==> src/rtl/reg_load_seq.sv <==
// reg_load_seq: sequences register-transfer requests into one-cycle load ops
// on the A/X/Y/S register op inputs, then issues a one-cycle flag strobe.
//
// Optional feature macro: REG_LOAD_SEQ_QUEUE_EN adds a one-entry request queue
// so a new request can be accepted while a transfer is in flight.
//
// Ports:
//   clk, reset_n         clock, async active-low reset
//   req_valid/req_ready  request handshake
//   req_src[1:0]         source select (0=A,1=B,2=C,3=D)
//   req_dst[1:0]         destination (0=A,1=X,2=Y,3=S)
//   op_a/x/y/s[2:0]      register load ops (000 hold, 001..100 load src)
//   flag_we              N/Z flag update strobe (never for dst S)
//   done                 one-cycle pulse at end of each transfer
//   busy                 high when not idle
module reg_load_seq (
  input  logic       clk,
  input  logic       reset_n,
  input  logic       req_valid,
  output logic       req_ready,
  input  logic [1:0] req_src,
  input  logic [1:0] req_dst,
  output logic [2:0] op_a,
  output logic [2:0] op_x,
  output logic [2:0] op_y,
  output logic [2:0] op_s,
  output logic       flag_we,
  output logic       done,
  output logic       busy
);

  localparam int unsigned SEL_W = 2;
  localparam int unsigned OP_W  = 3;
  localparam int unsigned ST_W  = 2;

  localparam logic [ST_W-1:0] ST_IDLE = 2'd0;
  localparam logic [ST_W-1:0] ST_LOAD = 2'd1;
  localparam logic [ST_W-1:0] ST_FLAG = 2'd2;

  localparam logic [SEL_W-1:0] DST_A = 2'd0;
  localparam logic [SEL_W-1:0] DST_X = 2'd1;
  localparam logic [SEL_W-1:0] DST_Y = 2'd2;
  localparam logic [SEL_W-1:0] DST_S = 2'd3;

  logic [ST_W-1:0]  state_q, state_d;
  logic [SEL_W-1:0] src_q, src_d;
  logic [SEL_W-1:0] dst_q, dst_d;
  logic [OP_W-1:0]  op_a_q, op_a_d, op_x_q, op_x_d;
  logic [OP_W-1:0]  op_y_q, op_y_d, op_s_q, op_s_d;
  logic [OP_W-1:0]  load_code;
  logic             flag_we_q, flag_we_d;
  logic             done_q, done_d;
  logic             busy_q, busy_d;
  logic             ready_q, ready_d;
  logic             hs;

`ifdef REG_LOAD_SEQ_QUEUE_EN
  logic             qv_q, qv_d;
  logic [SEL_W-1:0] q_src_q, q_src_d;
  logic [SEL_W-1:0] q_dst_q, q_dst_d;
`endif

  assign hs = req_valid && ready_q;

  // State and registered outputs; reset clears op outputs without a clock edge.
  always_ff @(posedge clk or negedge reset_n) begin
    if (!reset_n) begin
      state_q   <= ST_IDLE;
      src_q     <= '0;
      dst_q     <= '0;
      op_a_q    <= '0;
      op_x_q    <= '0;
      op_y_q    <= '0;
      op_s_q    <= '0;
      flag_we_q <= 1'b0;
      done_q    <= 1'b0;
      busy_q    <= 1'b0;
      ready_q   <= 1'b0;
`ifdef REG_LOAD_SEQ_QUEUE_EN
      qv_q      <= 1'b0;
      q_src_q   <= '0;
      q_dst_q   <= '0;
`endif
    end else begin
      state_q   <= state_d;
      src_q     <= src_d;
      dst_q     <= dst_d;
      op_a_q    <= op_a_d;
      op_x_q    <= op_x_d;
      op_y_q    <= op_y_d;
      op_s_q    <= op_s_d;
      flag_we_q <= flag_we_d;
      done_q    <= done_d;
      busy_q    <= busy_d;
      ready_q   <= ready_d;
`ifdef REG_LOAD_SEQ_QUEUE_EN
      qv_q      <= qv_d;
      q_src_q   <= q_src_d;
      q_dst_q   <= q_dst_d;
`endif
    end
  end

  // Next state; outputs are decoded from the next state so they register in step.
  always_comb begin
    state_d = state_q;
    src_d   = src_q;
    dst_d   = dst_q;
`ifdef REG_LOAD_SEQ_QUEUE_EN
    qv_d    = qv_q;
    q_src_d = q_src_q;
    q_dst_d = q_dst_q;
`endif

    case (state_q)
      ST_IDLE: begin
        if (hs) begin
          state_d = ST_LOAD;
          src_d   = req_src;
          dst_d   = req_dst;
        end
      end
      ST_LOAD: begin
        state_d = ST_FLAG;
`ifdef REG_LOAD_SEQ_QUEUE_EN
        // Ready in LOAD implies the queue is empty.
        if (hs) begin
          qv_d    = 1'b1;
          q_src_d = req_src;
          q_dst_d = req_dst;
        end
`endif
      end
      ST_FLAG: begin
`ifdef REG_LOAD_SEQ_QUEUE_EN
        if (qv_q) begin
          // Drain the queue into the FSM; a same-cycle request refills the slot.
          state_d = ST_LOAD;
          src_d   = q_src_q;
          dst_d   = q_dst_q;
          qv_d    = hs;
          if (hs) begin
            q_src_d = req_src;
            q_dst_d = req_dst;
          end
        end else if (hs) begin
          // Request enters an empty queue and is drained in the same cycle.
          state_d = ST_LOAD;
          src_d   = req_src;
          dst_d   = req_dst;
        end else begin
          state_d = ST_IDLE;
        end
`else
        state_d = ST_IDLE;
`endif
      end
      default: state_d = ST_IDLE;
    endcase

    load_code = OP_W'({1'b0, src_d}) + OP_W'(1);

    op_a_d = '0;
    op_x_d = '0;
    op_y_d = '0;
    op_s_d = '0;
    if (state_d == ST_LOAD) begin
      case (dst_d)
        DST_A:   op_a_d = load_code;
        DST_X:   op_x_d = load_code;
        DST_Y:   op_y_d = load_code;
        DST_S:   op_s_d = load_code;
        default: op_a_d = '0;
      endcase
    end

    flag_we_d = (state_d == ST_FLAG) && (dst_d != DST_S);
    done_d    = (state_d == ST_FLAG);
    busy_d    = (state_d != ST_IDLE);
`ifdef REG_LOAD_SEQ_QUEUE_EN
    ready_d   = !qv_d || (state_d == ST_FLAG);
`else
    ready_d   = (state_d == ST_IDLE);
`endif
  end

  assign req_ready = ready_q;
  assign op_a      = op_a_q;
  assign op_x      = op_x_q;
  assign op_y      = op_y_q;
  assign op_s      = op_s_q;
  assign flag_we   = flag_we_q;
  assign done      = done_q;
  assign busy      = busy_q;

endmodule

==> config.mk <==
export PLATFORM = sky130hd
export DESIGN_NAME = reg_load_seq
export DESIGN_NICKNAME = d
export VERILOG_FILES = /design/src/rtl/reg_load_seq.sv
export SDC_FILE = /design/constraint.sdc
export NUM_CORES = 1
export LEC_CHECK = 0
export ABC_AREA = 1
export CAP_MARGIN = 0
export CORE_MARGIN = 4
export CORE_UTILIZATION = 25
export CTS_CLUSTER_SIZE = 24
export DETAILED_ROUTE_END_ITERATION = 10
export PLACE_DENSITY = 0.54
export RECOVER_POWER = 50
export SETUP_SLACK_MARGIN = 0.05
export SLEW_MARGIN = 20
export SYNTH_ARGS = -nofsm -noshare
export SYNTH_HDL_FRONTEND = slang
export SYNTH_SLANG_ARGS = --single-unit
==> constraint.sdc <==
create_clock -name clk -period 1.1 [get_ports clk]
set_input_delay 0.22 -clock clk [delete_from_list [all_inputs] [get_ports clk]]
set_output_delay 0.22 -clock clk [all_outputs]
set_load 0.01 [all_outputs]
==> qor.yml, run 1 <==
status:
  status: "complete, but fails checks"
  violations: "negative setup slack"
synthesis:
  synth_cell_type_count: 15
  synth_fp_nets: 93
  ys.warnings.count: 0
  yosysSeqAreaShare_pct: 62.95
  synth_area_per_cell_um2: 10.17
  netlist_instances: 86
  ys_seq_elements: 22
  syn_area_um2: 874.6
grt:
  grt_pass1_wl_um: 3325
  grt_pass1_vias: 736
  grt_use_total_pct: 10.03
  antenna_found_initial: 0
  grt-ovfl-total: 0
  grt_max_degree: 23
power:
  peakVddDrop_mv: 1.521
  total_power_uw: 3298
  p_per_area_nw_per_um2: 2506
  p_leak_uw: 0.0006919
layout:
  drive_above_1_share_pct: 52.00
  diodes: 0
  layout.nets: 133
  area_growth_pct: 50.50
clock_tree:
  cts_buffers: 3
  hold_buffers: 0
  clock-sinks: 22
  cts_tree: "done"
  path_clk_slew_ps: 120
  clk-insertion-delay-late_ps: 310
  ctsHtreeMaxLevel: 1
  clock_path_buffers: 2
  cts_root_buf: "clkbuf_4"
worst_setup_path:
  cp-end-kind: "register"
  cp-start-kind: "register"
  crit_chain: "nor2_4, buf_12, nand3_1, nand2_4, nand3_2, nor2_2"
  cp.arrival_ps: 1450
  cpLargestDelayFamily: "simple AND/OR/NAND/NOR gates"
  cp_slowest_cell: "dfrtp_1"
  cp_slowest_stage_delay_ps: 420
  cp_max_fo: 8
  required_ps: 1340
  critical_path_class: "register to register"
  cp.buffers_inverters: 1
route:
  wl_per_cell_um: 11.27
  drt_iter0_markers: 20
  wl_met2_um: 960
  highest_layer: "met4"
  drt-total-wl_um: 1928
  dr_wl_met3_um: 85
  via_count: 696
  drc: 0
  wirelength_met1_um: 873
  viasPerCell: 4.070
  dr.pass1.iters: 4
  antenna_left: 0
sta:
  rsz0062_at_grt: "true"
  fin_crit_sh_pct: 110.4
  fin_ws_ps: -114.8
  hold_ws_ps: 390.7
  worstMarginPinSlew_ps: 517.4
  finClkSkew_ps: 8.810
  relSlewSlack_pct: 65.51
  period_minus_slack_ps: 1215
  setup_viol: 15
  slew_violations: 0
  hold_violations: 0
  timing.fmax_ghz: 0.8232
floorplan:
  die_area_um2: 4508
  die_h_um: 67.15
  num_rows: 21
  core_um2: 3363
  ios: 23
  start_util_pct: 26.00
  die-width_um: 67.15
placement:
  place.port_buffers: 22
  dp_hpwl_um: 1389
  gp_congestion: 0.7939
flow_run:
  max_cap_viol_count: 0
hold_path:
  hp-class: "primary input to async pin"
-- sequential cells by signal, summed over array words and instances, names as in the netlist --
name       cells
op_s           3
src_q          2
busy           1
done           1
op_y           3
state_q        2
op_x           3
dst_q          2
op_a           3
flag_we        1
req_ready      1
-- per-stage QoR --
stage | cell area (µm²) | setup TNS [ps] | utilization, % | worst slack [ps] | cells
finish | 1316 | -970.0 | 39.14 | -114.8 | 171
global route | 1316 | -2236 | 39.14 | -189.9 | 171
CTS | 1274 | -1126 | 37.87 | -114.4 | 170
detailed placement | 1257 | -5579 | 37.39 | -365.7 | 164
global placement | 1257 | -5110 | 37.39 | -338.7 | 164
floorplan | 892.1 | -29.73 | - | -8.804 | 86
-- layout by cell type (no fill, tap or decap), types with 2 or more instances in the layout --
cell / instances
nor2_1: 8
nand2_1: 11
clkdlybuf4s50_1: 5
nor2_4: 2
nand3_2: 5
clkbuf_4: 3
inv_1: 9
nand2_2: 6
buf_4: 10
dfrtp_1: 21
nand3_1: 4
buf_2: 16
nor2_2: 6
nand2_4: 5
-- layout make-up --
cell class	instances	area, µm²
timing repair buffer	35	251.5
tap	46	57.56
inverter	12	57.56
multi-input combinational	52	361.6
fill	375	2047
clock buffer	4	36.28
sequential	22	551.8
-- Yosys cell counts, drive strengths merged --
| cell type | number | area (µm²) |
|---|---|---|
| a21boi | 1 | 7.510 |
| clkinv | 1 | 3.750 |
| dfrtp | 22 | 550.5 |
| inv | 11 | 41.29 |
| nand2 | 23 | 121.4 |
| nand3 | 10 | 60.06 |
| nand3b | 1 | 7.510 |
| nor2 | 16 | 77.57 |
| nor3 | 1 | 5.000 |
-- where the power goes --
group	internal, µW	leakage, µW	total [µW]	switching [µW]
registers	1020	0.000290	1140	121
logic	727	0.000381	1720	993
clock network	202	0.0000210	442	240
-- worst paths after layout --
check / from / to / slack [ps] / depth (start not counted)
setup / recovery: state_q[0]$_DFF_PN0_ / op_s[2]$_DFF_PN0_ / -110 / 6
setup reg to reg: state_q[0]$_DFF_PN0_ / op_s[2]$_DFF_PN0_ / -110 / 6
max in group asynchronous: reset_n / req_ready$_DFF_PN0_ / 330 / 2
hold reg to reg: src_q[1]$_DFF_PN0_ / src_q[1]$_DFF_PN0_ / 570 / 2
hold / removal: reset_n / src_q[0]$_DFF_PN0_ / 390 / 2
min in group clk: req_dst[0] / op_x[1]$_DFF_PN0_ / 530 / 3
-- per-layer routing --
metal | vias to the layer above | global-route usage (%)
met5 | - | 0
met1 | 338 | 12.50
met4 | 0 | 3.544
met3 | 2 | 2.496
met2 | 16 | 16.81
li1 | 340 | -
-- cells by family (layout without fill, tap and decap cells) --
family | after synthesis | count (layout) | share of synthesized area [%]
AO/OA/AOI/OAI | 1 | 1 | 0.8587
buffers and inverters | 12 | 51 | 5.150
flip-flops | 22 | 22 | 62.95
AND/OR/NAND/NOR | 51 | 51 | 31.04
-- timing repair --
action | CTS | global route
pin swaps | 6 | 3
hold endpoints to repair | 0 | 0
endpoints found under the setup margin | 34 | 35
buffers inserted | 2 | 2
resized for setup | 73 | 12
Note: power is estimated with default switching activity, not from simulation.
==> inputs of run 2 (changes only) <==
==> constraint.sdc (replaced) <==
create_clock -name clk -period 1.1 [get_ports clk]
set_input_delay 0.22 -clock clk [delete_from_list [all_inputs] [get_ports clk]]
set_output_delay 0.22 -clock clk [all_outputs]
set_load 0.05 [all_outputs]
==> qor.yml, run 2 (synthesis results as in run 1) <==
layout:
  final_cell_mix: "dfrtp_1 (21), buf_12 (17), nand2_4 (9), inv_1 (9)"
  fin_area_um2: 1602
  layout.nets: 135
  layout_commonest_cell: "dfrtp_1"
  layoutNonFillerInstCount: 173
  drive_above_1_share_pct: 55.12
  diodes: 0
  area_growth_pct: 83.12
grt:
  grt_max_degree: 23
  antenna_found_initial: 0
  grt_use_total_pct: 10.35
  grt_pass1_vias: 791
  grt_pass1_wl_um: 3429
  grt-ovfl-total: 0
worst_setup_path:
  cp_max_fo: 4
  required_ps: 880
  cp-end-kind: "primary output"
  critical_path_class: "register to primary output"
  r2r-end: "op_s[1]$_DFF_PN0_"
  ff2ff_path_depth: 8
  r2r-start: "state_q[1]$_DFF_PN0_"
  cp.arrival_ps: 1030
  r2r_slack_ps: -140
  cp-start-kind: "register"
floorplan:
  die-width_um: 67.15
  num_rows: 21
  core_um2: 3363
  die_area_um2: 4508
  ios: 23
  die_h_um: 67.15
  start_util_pct: 26.00
route:
  wl_per_cell_um: 11.87
  dr.pass1.iters: 4
  antenna_left: 0
  viasPerCell: 4.116
  drt_iter0_markers: 10
  via_count: 712
  drc: 0
  drt-total-wl_um: 2053
power:
  combPwrFrac_pct: 62.4
  seq_power_share_pct: 28.7
  power_frac_clock_pct: 8.8
  total_power_uw: 4257
  power_switching_uw: 1855
  p_int_uw: 2402
  switching_share_pct: 43.59
  p_leak_uw: 0.0007771
  p_per_area_nw_per_um2: 2658
  peakVddDrop_mv: 1.480
sta:
  fin_ws_ps: -152.7
  timing.fmax_ghz: 0.7982
  hold_violations: 0
  period_minus_slack_ps: 1253
  worstMarginPinSlew_ps: 542.6
  slew_violations: 0
  fin_crit_sh_pct: 113.9
  finClkSkew_ps: 3.695
  setup_viol: 16
  rsz0062_at_grt: "true"
  relSlewSlack_pct: 63.83
status:
  violations: "negative setup slack"
  status: "complete, but fails checks"
flow_run:
  max_cap_viol_count: 0
placement:
  place_inst: 165
  place_ws_ps: -417.9
  placed_cell_area_um2: 1419
  place.port_buffers: 22
  gp_congestion: 0.8409
  dp_hpwl_um: 1450
clock_tree:
  cts_tree: "done"
  clock_path_buffers: 2
  clk-insertion-delay-late_ps: 300
  cts_buffers: 3
  cts_root_buf: "clkbuf_4"
  clock-sinks: 22
  ctsHtreeMaxLevel: 1
  path_clk_slew_ps: 120
hold_path:
  hp-class: "primary input to async pin"
-- run 2: cell count changes in the layout (fill, tap and decap cells not counted), moves of 2 or more --
cell / change
buf_6: +5
buf_12: +16
nand3_2: +2
buf_2: -16
nand2_1: -3
nand2_4: +4
buf_4: -3
-- run 2: critical path, cell delays in order (launching register included) --
cell and delay [ps]:
dfrtp_2 470, buf_6 130, buf_12 130
-- run 2: cell type report --
class                      count  area (µm²)
clock buffer                   4       26.28
tap                           46       57.56
fill                         327        1762
sequential                    22       551.8
multi-input combinational     52       386.6
timing repair buffer          37       525.5
inverter                      12       53.80
-- run 2: worst max-delay path by stage --
stage | from | end | slack, ps
final | req_ready$_DFF_PN0_ | req_ready | -150
after detailed placement | req_valid | op_x[1]$_DFF_PN0_ | -420
after CTS | req_ready$_DFF_PN0_ | req_ready | -150
after global routing | state_q[1]$_DFF_PN0_ | op_x[1]$_DFF_PN0_ | -230
after floorplan | req_ready$_DFF_PN0_ | op_a[1]$_DFF_PN0_ | -120
after global placement | req_valid | op_s[2]$_DFF_PN0_ | -360
-- run 2: repair_timing --
action / in CTS / in global routing
hold buffers: 0 / 0
gates resized for setup: 30 / 3
pin swaps: 9 / 4
buffers inserted: 3 / 2
setup endpoints to repair: 33 / 34
hold endpoints to repair: 0 / 0
-- run 2: power by group through the flow --
| stage | sequential (µW) | combinational (µW) | clock [µW] |
|---|---|---|---|
| finish | 1220 | 2660 | 376 |
| global route | 1250 | 2820 | 434 |
| CTS | 1210 | 2510 | 394 |
| detailed placement | 1200 | 1970 | 0 |
| global placement | 1200 | 1940 | 0 |
| floorplan | 1500 | 775 | 0 |
-- run 2: through the flow --
step | TNS (ps) | hold slack (ps) | util [%]
3_5_place_dp | -6449 | 530.2 | 42.19
5_1_grt | -3121 | 461.0 | 47.62
4_1_cts | -1297 | 252.5 | 47.28
6_report | -1465 | 421.1 | 47.62
3_3_place_gp | -5693 | 531.2 | 42.19
2_1_floorplan | -1051 | -75.59 | -
-- run 2: routing by layer --
metal	track usage, %	vias up	share of wire [%]
li1	-	347	-
met1	11.37	345	38
met2	19.14	18	56
met3	2.496	2	5.4
met4	3.797	0	0.44
met5	0	-	0
